## config.mk

```make
export PLATFORM = sky130hd
export DESIGN_NAME = hazard_ctrl
export DESIGN_NICKNAME = d
export VERILOG_FILES = /design/src/rtl/hazard_ctrl_pkg.sv /design/src/rtl/hazard_detect.sv /design/src/rtl/hazard_ctrl.sv
export VERILOG_INCLUDE_DIRS = /design/src /design/src/rtl
export SDC_FILE = /design/constraint.sdc
export NUM_CORES = 1
export LEC_CHECK = 0
export BUFFER_PORTS_ARGS = -buffer_cell sky130_fd_sc_hd__buf_4
export CORE_UTILIZATION = 43
export CTS_CLUSTER_SIZE = 10
export DETAILED_ROUTE_END_ITERATION = 8
export GPL_TIMING_DRIVEN = 0
export PLACE_DENSITY = 0.75
export SYNTH_ARGS = -nofsm -noshare
export SYNTH_HDL_FRONTEND = slang
export SYNTH_SLANG_ARGS = --single-unit
```

## constraint.sdc

```tcl
create_clock -name clk -period 2.4 [get_ports clk]
set_input_delay 0.36 -clock clk [delete_from_list [all_inputs] [get_ports clk]]
set_output_delay 0.36 -clock clk [all_outputs]
set_load 0.02 [all_outputs]
```

## src/rtl/definitions.sv

```systemverilog
// Shared state encoding and register constants for the hazard controller.
`ifndef HAZ_DEFINITIONS_SV
`define HAZ_DEFINITIONS_SV

`define HAZ_RUN      1'b0
`define HAZ_MDU_BUSY 1'b1
`define REG_ZERO     5'd0

`endif

```

## src/rtl/hazard_ctrl_pkg.sv

```systemverilog
// Types and constants for the ID-stage hazard controller.
`include "definitions.sv"

package hazard_ctrl_pkg;

  typedef enum logic {
    ST_RUN      = `HAZ_RUN,
    ST_MDU_BUSY = `HAZ_MDU_BUSY
  } haz_state_e;

  localparam logic [4:0] REG_ZERO = `REG_ZERO;

  typedef struct packed {
    logic pc_stall;
    logic if_id_stall;
    logic if_id_flush;
    logic id_ex_stall;
    logic id_ex_flush;
  } pipe_ctrl_t;

endpackage

```

## src/rtl/hazard_detect.sv

```systemverilog
// Combinational load-use compare between the ID operands and a load in EX.
module hazard_detect
  import hazard_ctrl_pkg::*;
(
  input  logic       ex_valid,
  input  logic       ex_mem_read,
  input  logic [4:0] ex_rd,
  input  logic [4:0] id_rs1,
  input  logic [4:0] id_rs2,
  input  logic       id_rs1_used,
  input  logic       id_rs2_used,
  output logic       luh
);

  logic rs1_hit;
  logic rs2_hit;

  assign rs1_hit = id_rs1_used && (id_rs1 == ex_rd);
  assign rs2_hit = id_rs2_used && (id_rs2 == ex_rd);

  // x0 is never really written, so a load targeting it cannot create a hazard
  assign luh = ex_valid && ex_mem_read && (ex_rd != REG_ZERO) && (rs1_hit || rs2_hit);

endmodule

```

## src/rtl/hazard_ctrl.sv

```systemverilog
// ID-stage pipeline sequencing: load-use bubbles, EX redirects, MDU occupancy
// with a watchdog, and wrapping stall/flush counters.
module hazard_ctrl
  import hazard_ctrl_pkg::*;
#(
  parameter int MDU_TIMEOUT = 64,
  parameter int CNT_W       = 32
) (
  input  logic             clk,
  input  logic             rst_n,
  input  logic [4:0]       id_rs1,
  input  logic [4:0]       id_rs2,
  input  logic             id_rs1_used,
  input  logic             id_rs2_used,
  input  logic             ex_valid,
  input  logic [4:0]       ex_rd,
  input  logic             ex_mem_read,
  input  logic             ex_redirect,
  input  logic             ex_mdu_start,
  input  logic             mdu_done,
  output logic             pc_stall,
  output logic             if_id_stall,
  output logic             if_id_flush,
  output logic             id_ex_stall,
  output logic             id_ex_flush,
  output logic             mdu_timeout,
  output logic [CNT_W-1:0] stall_cnt,
  output logic [CNT_W-1:0] flush_cnt
);

  localparam logic [15:0] WD_LAST = 16'(MDU_TIMEOUT - 1);

  haz_state_e       state_reg, state_next;
  logic [15:0]      wd_reg, wd_next;
  logic             timeout_reg, timeout_next;
  logic [CNT_W-1:0] stall_cnt_reg, flush_cnt_reg;
  pipe_ctrl_t       ctrl;
  logic             luh;

  hazard_detect u_detect (
    .ex_valid    (ex_valid),
    .ex_mem_read (ex_mem_read),
    .ex_rd       (ex_rd),
    .id_rs1      (id_rs1),
    .id_rs2      (id_rs2),
    .id_rs1_used (id_rs1_used),
    .id_rs2_used (id_rs2_used),
    .luh         (luh)
  );

  always_comb begin
    state_next   = state_reg;
    wd_next      = wd_reg;
    timeout_next = timeout_reg;
    ctrl         = '0;
    case (state_reg)
      ST_RUN: begin
        // a redirect squashes the ID instruction, so its load-use hazard is moot
        if (ex_redirect) begin
          ctrl.if_id_flush = 1'b1;
          ctrl.id_ex_flush = 1'b1;
        end else if (luh) begin
          ctrl.pc_stall    = 1'b1;
          ctrl.if_id_stall = 1'b1;
          ctrl.id_ex_flush = 1'b1;
        end
        if (ex_mdu_start) begin
          state_next = ST_MDU_BUSY;
          wd_next    = '0;
        end
      end
      ST_MDU_BUSY: begin
        ctrl.pc_stall    = 1'b1;
        ctrl.if_id_stall = 1'b1;
        ctrl.id_ex_stall = 1'b1;
        wd_next          = wd_reg + 16'd1;
        if (mdu_done) begin
          state_next = ST_RUN;
        end else if (wd_reg == WD_LAST) begin
          state_next   = ST_RUN;
          timeout_next = 1'b1;
        end
      end
      default: state_next = ST_RUN;
    endcase
  end

  always_ff @(posedge clk or negedge rst_n) begin
    if (!rst_n) begin
      state_reg     <= ST_RUN;
      wd_reg        <= '0;
      timeout_reg   <= 1'b0;
      stall_cnt_reg <= '0;
      flush_cnt_reg <= '0;
    end else begin
      state_reg     <= state_next;
      wd_reg        <= wd_next;
      timeout_reg   <= timeout_next;
      stall_cnt_reg <= stall_cnt_reg + CNT_W'(pc_stall);
      flush_cnt_reg <= flush_cnt_reg + CNT_W'(if_id_flush);
    end
  end

  // Controls are held inactive for the whole time reset is asserted
  assign pc_stall    = ctrl.pc_stall    && rst_n;
  assign if_id_stall = ctrl.if_id_stall && rst_n;
  assign if_id_flush = ctrl.if_id_flush && rst_n;
  assign id_ex_stall = ctrl.id_ex_stall && rst_n;
  assign id_ex_flush = ctrl.id_ex_flush && rst_n;
  assign mdu_timeout = timeout_reg;
  assign stall_cnt   = stall_cnt_reg;
  assign flush_cnt   = flush_cnt_reg;

endmodule

```

Word level (Yosys, flattened, before mapping)
Index checks and enable logic that the tools add are counted.
{"block": "word_totals", "ff_bits": 82, "wordCells": 42, "in_bits": 24, "out_inout_bits": 70}
{"block": "op_classes", "mux": 15, "reduce_logical": 13, "bitwise_logic": 2, "addsub": 3, "n_eq_ne": 4}
{"cell": "adder 32 x 1 -> 32 bit", "n": 2}
{"cell": "one-hot mux 16 bit (2 select lines)", "n": 1}
{"cell": "adder 16 x 1 -> 16 bit, second input constant", "n": 1}
{"cell": "equality test 16 x 6 -> 1 bit, second input constant", "n": 1}
{"cell": "2-to-1 mux 16 bit", "n": 1}
{"cell": "equality test 5 bit", "n": 2}
{"cell": "logical AND 1 bit", "n": 10}
{"cell": "2-to-1 mux 1 bit", "n": 9}
{"cell": "nonzero test 5 bit", "n": 1}
{"cell": "2-to-1 mux 2 bit", "n": 2}
{"cell": "one-hot mux 2 bit (2 select lines)", "n": 1}
{"cell": "AND reduction 3 bit", "n": 1}
{"cell": "inequality test 2 bit, second input constant", "n": 1}
{"cell": "inverter 1 bit", "n": 2}
{"cell": "one-hot mux 1 bit (2 select lines)", "n": 1}
{"cell": "logical OR 1 bit", "n": 1}

Logic depth before layout (Yosys ltp)
Gate-level depths: netlist (run 1).
{"block": "logic_depth", "depth_word": 9, "ltp_mapped": 10, "mapped_depth_nobuf": 10}

Cells and area by module
From an unflattened synthesis (run 1), not the netlist that was laid out.
{"block": "hier_totals", "cells_unflattened": 363, "hier_area_um2": 3937.5}
{"module": "hazard_ctrl", "seq_area_each_um2": 2052.0, "instances": 1, "cells_each": 346, "area_per_inst_um2": 3802.4}
{"module": "hazard_detect", "seq_area_each_um2": 0.0, "instances": 1, "cells_each": 17, "area_per_inst_um2": 135.1}

Worst setup path before layout (run 1)
No wires, ideal clock.
{"block": "synth_timing", "kind": "input-to-reg", "from": "input port ex_rd[4]", "to": "register stall_cnt_reg[26] (netlist: stall_cnt[26])", "n_path_buf": 0, "t_required_ns": 2.269, "arrival_time_ns": 2.855, "setup_time_ns": 0.131, "path_stages": 10, "slack_ns": -0.586, "path_cell_list": "xor2_1 nor4_1 a32oi_1 o21bai_1 ha_1 ha_1 inv_1 nor4_2 nand4_1 xnor2_1"}
{"block": "synth_between", "elab_chain_len": 9, "elab_cells_between_ends": 13, "classes_between": "1 x add/sub; 2 x eq/ne; 3 x mux; 7 x reduce/logical"}
{"item": "start: declaration", "line_no": "hazard_ctrl.sv:16", "text": "input logic [4:0] ex_rd,"}
{"item": "equality test 5 bit (on tied branches)", "line_no": "hazard_detect.sv:18, hazard_detect.sv:19"}
{"item": "logical AND 1 bit (on tied branches)", "line_no": "hazard_detect.sv:18, hazard_detect.sv:19"}
{"item": "logical OR 1 bit", "line_no": "hazard_detect.sv:22", "text": "assign luh = ex_valid && ex_mem_read && (ex_rd != REG_ZERO) && (rs1_hit || rs2_hit);"}
{"item": "logical AND 1 bit (*)", "line_no": "hazard_detect.sv:22"}
{"item": "2-to-1 mux 2 bit (*)", "line_no": "hazard_ctrl.sv:62", "text": "end else if (luh) begin"}
{"item": "2-to-1 mux 2 bit (*)", "line_no": "hazard_ctrl.sv:59", "text": "if (ex_redirect) begin"}
{"item": "one-hot mux 2 bit (2 select lines) (*)", "line_no": "hazard_ctrl.sv:56", "text": "case (state_reg)"}
{"item": "logical AND 1 bit (*)", "line_no": "hazard_ctrl.sv:105", "text": "assign pc_stall = ctrl.pc_stall && rst_n;"}
{"item": "adder 32 x 1 -> 32 bit (*)", "line_no": "hazard_ctrl.sv:99", "text": "stall_cnt_reg <= stall_cnt_reg + CNT_W'(pc_stall);"}
{"item": "end signal: assignment", "line_no": "hazard_ctrl.sv:99"}
{"item": "end: declaration", "line_no": "hazard_ctrl.sv:36", "text": "logic [CNT_W-1:0] stall_cnt_reg, flush_cnt_reg;"}
Mark *: on every way between the ends. The rest lies on a longest branch, timed or not.
A chain may end at the register's enable or synchronous reset.

Final worst setup path (run 1)
{"block": "layout_timing", "from": "register state_reg", "to": "register flush_cnt_reg[22] (netlist: flush_cnt[22])"}
{"block": "layout_between", "elab_chain_len": 3}
{"item": "start: declaration", "line_no": "hazard_ctrl.sv:33", "text": "haz_state_e state_reg, state_next;"}
{"item": "start signal: assignment", "line_no": "hazard_ctrl.sv:96", "text": "state_reg <= state_next;"}
{"item": "2-to-1 mux 1 bit", "line_no": "hazard_ctrl.sv:56"}
{"item": "logical AND 1 bit", "line_no": "hazard_ctrl.sv:107", "text": "assign if_id_flush = ctrl.if_id_flush && rst_n;"}
{"item": "adder 32 x 1 -> 32 bit", "line_no": "hazard_ctrl.sv:100", "text": "flush_cnt_reg <= flush_cnt_reg + CNT_W'(if_id_flush);"}
{"item": "end signal: assignment", "line_no": "hazard_ctrl.sv:100"}
{"item": "end: declaration", "line_no": "hazard_ctrl.sv:36"}
Every way passes these cells.

==> results of run 1 <==
final cells by class:
type | instances | area, um2 | share of cell area [%]
flip-flops and latches | 82 | 2050 | 39.6
clock buffers | 10 | 128 | 2.46
clock inverters | 6 | 90.1 | 1.74
repair buffers | 103 | 836 | 16.1
multi-input cells | 264 | 1880 | 36.4
well taps | 108 | 135 | 2.61
inverters | 5 | 18.8 | 0.362
plain buffers | 7 | 38.8 | 0.748
stage by stage:
stage / std cells / total power, mW / setup WS [ns]
2_1_floorplan: 358 / 1.93 / -0.0219
3_3_place_gp: 559 / 2.21 / -1.16
3_5_place_dp: 559 / 2.23 / -1.21
4_1_cts: 578 / 3.33 / 0.0315
5_1_grt: 585 / 3.52 / -0.00443
6_report: 585 / 3.35 / 0.154
power breakdown:
part | switching [mW] | total, mW | internal [mW]
Clock | 0.510 | 1.10 | 0.590
Sequential | 0.162 | 1.66 | 1.49
Combinational | 0.316 | 0.594 | 0.277
Total | 0.988 | 3.35 | 2.36
Yosys cell counts, types with 3 or more instances:
| library cell | n | area share, % |
|---|---|---|
| clkbuf_1 | 4 | 0.38 |
| inv_1 | 5 | 0.48 |
| dfrtp_1 | 82 | 53 |
| nand2_1 | 37 | 3.6 |
| nor3_1 | 11 | 1.4 |
| and3_1 | 12 | 1.9 |
| xnor2_1 | 51 | 11 |
| nand3_1 | 32 | 4.1 |
| and2_1 | 3 | 0.48 |
| mux2i_1 | 10 | 2.6 |
| o21ai_0 | 5 | 0.64 |
| and4_1 | 6 | 1.3 |
| nand2b_1 | 7 | 1.1 |
| xor2_1 | 23 | 5.2 |
| nor4_1 | 7 | 1.1 |
| ha_1 | 5 | 1.6 |
| nor2_1 | 9 | 0.87 |
| nand4_1 | 24 | 3.9 |
critical path, delay by kind of cell, from the launching register on:
family,cells,cell delay [ns]
AND/OR/NAND/NOR,5,1.10
flip-flops,1,0.46
adder cells (fa/ha/maj),2,0.42
XOR/XNOR,1,0.15
layer usage:
layer | part of all wire (%) | track usage [%] | vias to the layer above
li1 | - | - | 1493
met1 | 48 | 27.0 | 1496
met2 | 46 | 27.6 | 73
met3 | 3.8 | 3.45 | 13
met4 | 1.8 | 6.90 | 0
met5 | 0 | 0 | -
cell usage in the layout (no fill, tap or decap), types with 2 or more instances in the layout:
cell,instances
buf_4,100
dfrtp_1,81
xnor2_1,51
nand2_1,37
nand3_1,32
nand4_1,24
xor2_1,23
and3_1,12
nor3_1,11
mux2i_1,10
nor2_1,9
clkbuf_8,9
nand2b_1,7
and4_1,5
o21ai_0,5
inv_1,4
clkbuf_1,4
nor4_2,4
and2_1,3
nor4_1,3
nor4_4,2
and2_0,2
or2_2,2
nand4b_1,2
o31ai_1,2
ha_4,2
ha_1,2
bufinv_16,2
buf_16,2
dlygate4sd3_1,2
repair_timing:
action | in CTS | in global routing
endpoints found under the hold margin | 82 | 82
cloned | 0 | 1
setup buffers | 3 | 3
gates resized for setup | 7 | 11
setup endpoints to repair | 46 | 33
pin swaps | 2 | 6
worst paths after layout:
kind / from / to / slack, ns / cells after the start
max in group asynchronous: rst_n / state_reg / 1.58 / 3
worst min-delay path: ex_mdu_start / wd_reg[4] / 0.26 / 2
worst max-delay path: state_reg / flush_cnt[22] / 0.15 / 8
worst max register to register: state_reg / flush_cnt[22] / 0.15 / 8
worst min register to register: flush_cnt[31] / flush_cnt[31] / 0.47 / 1
min in group asynchronous: rst_n / wd_reg[8] / 0.55 / 2
kinds of logic (layout without fill, tap and decap cells):
family,count (synthesis),after routing,share of synthesized area [%]
buf+inv,12,131,1.32
flops,82,82,52.6
simple gates,163,163,23.2
xor+xnor,74,74,16.6
fa+ha+maj,5,5,1.60
mux,10,10,2.57
compound gates,12,12,2.02
==> results.yml, run 1 <==
run_status:
  outcome: "finished, final reports clean"
drt:
  wirelength_um: 8630
  vias_per_cell: 5.26
  firstDrtPassIters: 4
  drc: 0
  dr_total_vias: 3075
  detail_route.iter0.violations: 128
  postRouteAntennaNets: 0
  routedWlPerCell_um: 14.8
sta:
  finalSetupViolations: 0
  finalSetupTns_ns: 0
  relSlewSlack_pct: 49.5
  hold_slack_ns: 0.256
  finalCritPeriodShare_pct: 93.6
  drv_slew: 0
  fmax_mhz: 445
  fin_skew_ns: 0.0114
  tightest_slew_ns: 0.752
  min_period_ns: 2.25
  hold_violations: 0
logic_synthesis:
  syn_inst: 358
  synth-edff-count: 0
  yosysSeqAreaShare_pct: 52.6
  ys.flop_type: "dfrtp_1"
  ys_types: 35
  postSynthAreaPerCell_um2: 10.9
  syn_nets: 387
  async_flop_share_pct: 100
  synth-seq-cells: 82
  ys_warn_count: 0
  syn_area_mm2: 0.00390
grt:
  grt_max_degree: 86
  grt_pass1_vias: 2905
  grt_pass1_wl_um: 14300
  grt_usage_pct: 18.5
  antenna_found_initial: 0
  grt_overflow_total: 0
critical_path:
  crit_fanout: 8
  max_stage_delay_ns: 0.46
  crit_chain: "nor2b_2, and2_1, ha_1, ha_2, and4_4, nor3b_4, nand4_1, xnor2_1"
  start_kind: "flop"
  required_ns: 2.63
  slowest_stage: "dfrtp_2"
  end_kind: "flop"
  arrival_ns: 2.48
  criticalPathCategory: "reg2reg"
clock_tree:
  clock_latency_ns: 0.35
  clock_path_buffers: 2
  cts_tree: "done"
  clock_sinks: 82
  cts-root-buf: "clkbuf_8"
  h-tree-depth: 3
  clk_pin_slew_ns: 0.08
  cts_buffers: 9
pwr:
  powerDensity_mw_per_mm2: 646
  ir_drop_mv: 0.364
  leakage_nw: 2.49
placement:
  routabilityCongestion: 0.852
  place_area_mm2: 0.00477
  io_buffers: 93
  dpl.hpwl_um: 5830
die:
  coreArea_mm2: 0.00876
  dieArea_mm2: 0.00945
  rows: 34
  start_util_pct: 44.5
  ios: 94
  die_w_um: 97.2
  die_y_um: 97.2
cells_and_area:
  drive_above_1_share_pct: 29.4
  num_antenna_cells: 0
  postLayoutCellArea_mm2: 0.00518
  layout.nets: 501
  utilization_pct: 59.2
  syn_to_final_growth_pct: 33.0
  n_fill_cell: 719
flow_run:
  max_cap_violations: 0
min_path:
  hold_class: "in2reg"
No activity file was read; power rests on OpenSTA's default activity.
==> inputs of run 2 (changes only) <==
- PLACE_DENSITY: 0.75 -> 0.72
- clock period: 2.4 -> 2.32 ns (I/O delays scaled with it)
==> results.yml, run 2 (same netlist as run 1, synthesis figures left out) <==
drt:
  detail_route.iter0.violations: 65
  drc: 0
  vias_per_cell: 5.22
  wirelength_um: 8360
  firstDrtPassIters: 4
  routedWlPerCell_um: 14.3
  dr_total_vias: 3049
  postRouteAntennaNets: 0
grt:
  grt_overflow_total: 0
  grt_max_degree: 86
  antenna_found_initial: 0
  grt_pass1_wl_um: 13700
  grt_usage_pct: 17.8
  grt_pass1_vias: 2965
critical_path:
  max_stage_delay_ns: 0.45
  criticalPathCategory: "reg2reg"
  required_ns: 2.56
  arrival_ns: 2.43
  crit_fanout: 6
  slowest_stage: "dfrtp_2"
  cp_common_cell: "ha_2"
  start_kind: "flop"
  crit_chain: "nor2b_2, and2_4, ha_2, ha_2, and4_4, nor3b_4, nand4_1, xnor2_1"
  end_kind: "flop"
die:
  dieArea_mm2: 0.00945
  coreArea_mm2: 0.00876
  die_w_um: 97.2
  die_y_um: 97.2
  start_util_pct: 44.5
  rows: 34
  ios: 94
pwr:
  total_power_mw: 3.29
  p_switching_mw: 1.05
  power.share.clock_pct: 29.6
  powerDensity_mw_per_mm2: 637
  ir_drop_mv: 0.441
  leakage_nw: 2.48
  sw_frac_of_total_pct: 31.8
  seqPwrFrac_pct: 52.0
  p_comb_share_pct: 18.4
  internal_power_mw: 2.24
min_path:
  hold_class: "in2reg"
sta:
  fin_skew_ns: 0.0136
  min_period_ns: 2.19
  hold_violations: 0
  finalCritPeriodShare_pct: 94.5
  tightest_slew_ns: 0.742
  hold_slack_ns: 0.236
  relSlewSlack_pct: 50.1
  finalSetupViolations: 0
  fmax_mhz: 456
  drv_slew: 0
cells_and_area:
  layout.nets: 500
  n_fill_cell: 757
  fin_cells: 584
  syn_to_final_growth_pct: 32.4
  layout_commonest_cell: "buf_4"
  drive_above_1_share_pct: 29.8
  num_antenna_cells: 0
  final_cell_mix: "95 x buf_4, 81 x dfrtp_1, 51 x xnor2_1, 37 x nand2_1, 32 x nand3_1"
  postLayoutCellArea_mm2: 0.00516
run_status:
  outcome: "finished, final reports clean"
placement:
  dp_cells: 559
  io_buffers: 93
  place_area_mm2: 0.00477
  dpl.hpwl_um: 5730
  routabilityCongestion: 0.723
clock_tree:
  clock_path_buffers: 2
  cts-root-buf: "clkbuf_8"
  clock_sinks: 82
  cts_tree: "done"
  clk_pin_slew_ns: 0.09
  h-tree-depth: 3
  cts_buffers: 9
  clock_latency_ns: 0.36
flow_run:
  max_cap_violations: 0
[run 2: cell count changes in the layout (fill, tap and decap cells not counted), sizes merged]
cell      delta
buf          -1
bufinv       -2
clkbuf       -1
clkinv       +1
clkinvlp     -1
inv          +3
[run 2: cell type report]
type | count | area (um2) | area share [%]
flip-flops and latches | 82 | 2050 | 39.8
multi-input cells | 264 | 1890 | 36.6
repair buffers | 102 | 843 | 16.3
well taps | 108 | 135 | 2.62
clock buffers | 9 | 124 | 2.40
clock inverters | 7 | 60.1 | 1.16
plain buffers | 7 | 38.8 | 0.751
inverters | 5 | 18.8 | 0.364
[run 2: layer usage]
| layer | track usage, % | vias to the layer above | part of all wire (%) |
|---|---|---|---|
| met5 | 0 | - | 0 |
| met4 | 7.13 | 0 | 1.8 |
| met3 | 2.95 | 13 | 3.6 |
| met2 | 27.8 | 62 | 46 |
| met1 | 24.8 | 1492 | 49 |
| li1 | - | 1482 | - |
[run 2: path summary, 6_finish.rpt]
path	start	slack (ns)	endpoint	cells after the start
max in group asynchronous	rst_n	1.53	state_reg	3
min in group asynchronous	rst_n	0.51	stall_cnt[14]	2
max	state_reg	0.13	flush_cnt[22]	8
max reg2reg	state_reg	0.13	flush_cnt[22]	8
min reg2reg	wd_reg[15]	0.48	wd_reg[15]	1
min	ex_mdu_start	0.24	wd_reg[2]	2
[run 2: power groups by stage]
| stage | Clock, mW | Sequential, mW | Combinational (mW) |
|---|---|---|---|
| detailed placement | 0 | 1.73 | 0.567 |
| finish | 0.974 | 1.71 | 0.604 |
| floorplan | 0 | 1.81 | 0.187 |
| global placement | 0 | 1.73 | 0.551 |
| CTS | 1.01 | 1.71 | 0.581 |
| global route | 1.07 | 1.74 | 0.654 |
[run 2: worst max-delay path: cells and delay by family (launching register included)]
family | cells | cell delay, ns
flip-flops | 1 | 0.45
AND/OR/NAND/NOR | 5 | 1.08
XOR/XNOR | 1 | 0.16
adder cells (fa/ha/maj) | 2 | 0.39
[run 2: stage by stage]
step                      utilization, %  setup slack [ns]  TNS [ns]
after floorplan                        -           -0.0882    -0.683
after global placement              54.5             -1.02    -38.37
after detailed placement            54.5             -1.02    -40.11
after CTS                           57.2           0.00114         0
after global routing                58.9           -0.0120   -0.0120
final                               58.9             0.128         0
[run 2: repair_timing]
action / CTS / global route
endpoints found under the setup margin: 49 / 28
gates resized for setup: 9 / 14
cloned: 0 / 2
pin swaps: 4 / 10
hold endpoints to repair: 82 / 82
setup buffers: 2 / 2
==> inputs of run 3 (changes only) <==
- clock period: 2.32 -> 2.8 ns (I/O delays scaled with it)
==> results.yml, run 3 (same netlist as run 1, synthesis figures left out) <==
run_status:
  outcome: "finished, final reports clean"
drt:
  routedWlPerCell_um: 14.3
  postRouteAntennaNets: 0
  drc: 0
  vias_per_cell: 5.32
  detail_route.iter0.violations: 98
  wirelength_um: 8310
  dr_total_vias: 3088
  firstDrtPassIters: 4
clock_tree:
  cts_tree: "done"
  clock_path_buffers: 2
  clk_pin_slew_ns: 0.09
  clock_latency_ns: 0.35
  cts-root-buf: "clkbuf_8"
  clock_sinks: 82
  cts_buffers: 9
  h-tree-depth: 3
pwr:
  powerDensity_mw_per_mm2: 589
  ir_drop_mv: 0.359
  leakage_nw: 2.46
  total_power_mw: 3.00
grt:
  grtUsageMet3_pct: 5.54
  use_met2_pct: 29.4
  antenna_found_initial: 0
  grt_max_degree: 86
  grt_overflow_total: 0
  gr-max-usage-layer: "met2"
  grt_usage_pct: 18.5
  grt_use_met1_pct: 24.5
  grt_pass1_vias: 3019
  grt_pass1_wl_um: 14200
sta:
  finalSetupViolations: 0
  hold_slack_ns: 0.0556
  relSlewSlack_pct: 30.7
  finalCritPeriodShare_pct: 93.2
  tightest_slew_ns: 1.03
  fmax_mhz: 383
  min_period_ns: 2.61
  drv_slew: 0
  hold_violations: 0
  fin_skew_ns: 0.00883
critical_path:
  arrival_ns: 2.86
  end_kind: "flop"
  ff2ff_path_depth: 9
  regToRegSetupSlack_ns: 0.22
  cp.depth: 11
  timing.rr.end: "stall_cnt[29]"
  r2r-start: "state_reg"
  required_ns: 3.05
  crit_fanout: 10
  start_kind: "input pin"
  crit_chain: "buf_4, xor2_1, nor4_1, a32oi_1, o21bai_2, ha_1, nand2_1, nor4_2, clkbuf_4, nand4_1, xnor2_1"
  slowest_stage: "nor4_2"
  critPathTopFamily: "simple AND/OR/NAND/NOR gates"
  max_stage_delay_ns: 0.34
  criticalPathCategory: "in2reg"
  crit_buf_inv: 2
cells_and_area:
  n_fill_cell: 737
  layout_commonest_cell: "buf_4"
  syn_to_final_growth_pct: 30.8
  layout.nets: 496
  final_cell_mix: "95 x buf_4, 82 x dfrtp_1, 51 x xnor2_1, 37 x nand2_1, 32 x nand3_1"
  num_antenna_cells: 0
  drive_above_1_share_pct: 26.3
min_path:
  hold_class: "in2async"
die:
  die_w_um: 97.2
  dieArea_mm2: 0.00945
  coreArea_mm2: 0.00876
  ios: 94
  start_util_pct: 44.5
  rows: 34
  die_y_um: 97.2
placement:
  dpl.hpwl_um: 5870
  io_buffers: 93
  routabilityCongestion: 0.781
flow_run:
  max_cap_violations: 0
## run 3: cell count changes in the layout (fill, tap and decap cells not counted), sizes merged
cell and change:
clkinv -2, clkbuf +1, inv -3, buf -4
bufinv +4
## run 3: what timing repair did
action                                 CTS  global route
resized for setup                        4             3
endpoints found under the hold margin    0             4
setup buffers                            2             0
pin swaps                                1             0
hold buffers                             0             3
setup endpoints to repair               34            19
## run 3: layer usage
metal / part of all wire, % / vias to the layer above
met3: 4.9 / 10
li1: - / 1481
met2: 47 / 79
met4: 1.5 / 0
met5: 0 / -
met1: 46 / 1518
## run 3: how the worst max path moves through the flow
| stage | endpoint | from | slack [ns] |
|---|---|---|---|
| 2_1_floorplan | stall_cnt[26] | ex_rd[4] | 0.05 |
| 3_3_place_gp | stall_cnt[30] | rst_n | -0.81 |
| 3_5_place_dp | stall_cnt[20] | rst_n | -0.89 |
| 4_1_cts | stall_cnt[29] | rst_n | 0.05 |
| 5_1_grt | stall_cnt[29] | ex_rd[4] | -0.02 |
| 6_report | stall_cnt[29] | ex_rd[4] | 0.19 |
## run 3: final cells by class
cell class	instances	area [um2]	share of cell area [%]
repair buffers	98	773	15.2
flip-flops and latches	82	2050	40.2
inverters	5	18.8	0.368
plain buffers	7	36.3	0.711
multi-input cells	264	1820	35.7
clock buffers	10	128	2.50
clock inverters	6	138	2.70
well taps	108	135	2.65
## run 3: stage by stage
stage	TNS [ns]	utilization [%]	instances	setup WS [ns]	cell area [um2]
after global routing	-0.0271	58.2	580	-0.0176	5100
final	0	58.2	580	0.191	5100
after CTS	0	57.5	577	0.0492	5040
after floorplan	0	-	358	0.0525	3910
after global placement	-24.86	54.1	559	-0.810	4740
after detailed placement	-27.21	54.1	559	-0.892	4740
## run 3: power breakdown
part	switching, mW	internal [mW]
sequential	0.131	1.28
clock	0.441	0.688
combinational	0.253	0.211
total	0.824	2.18
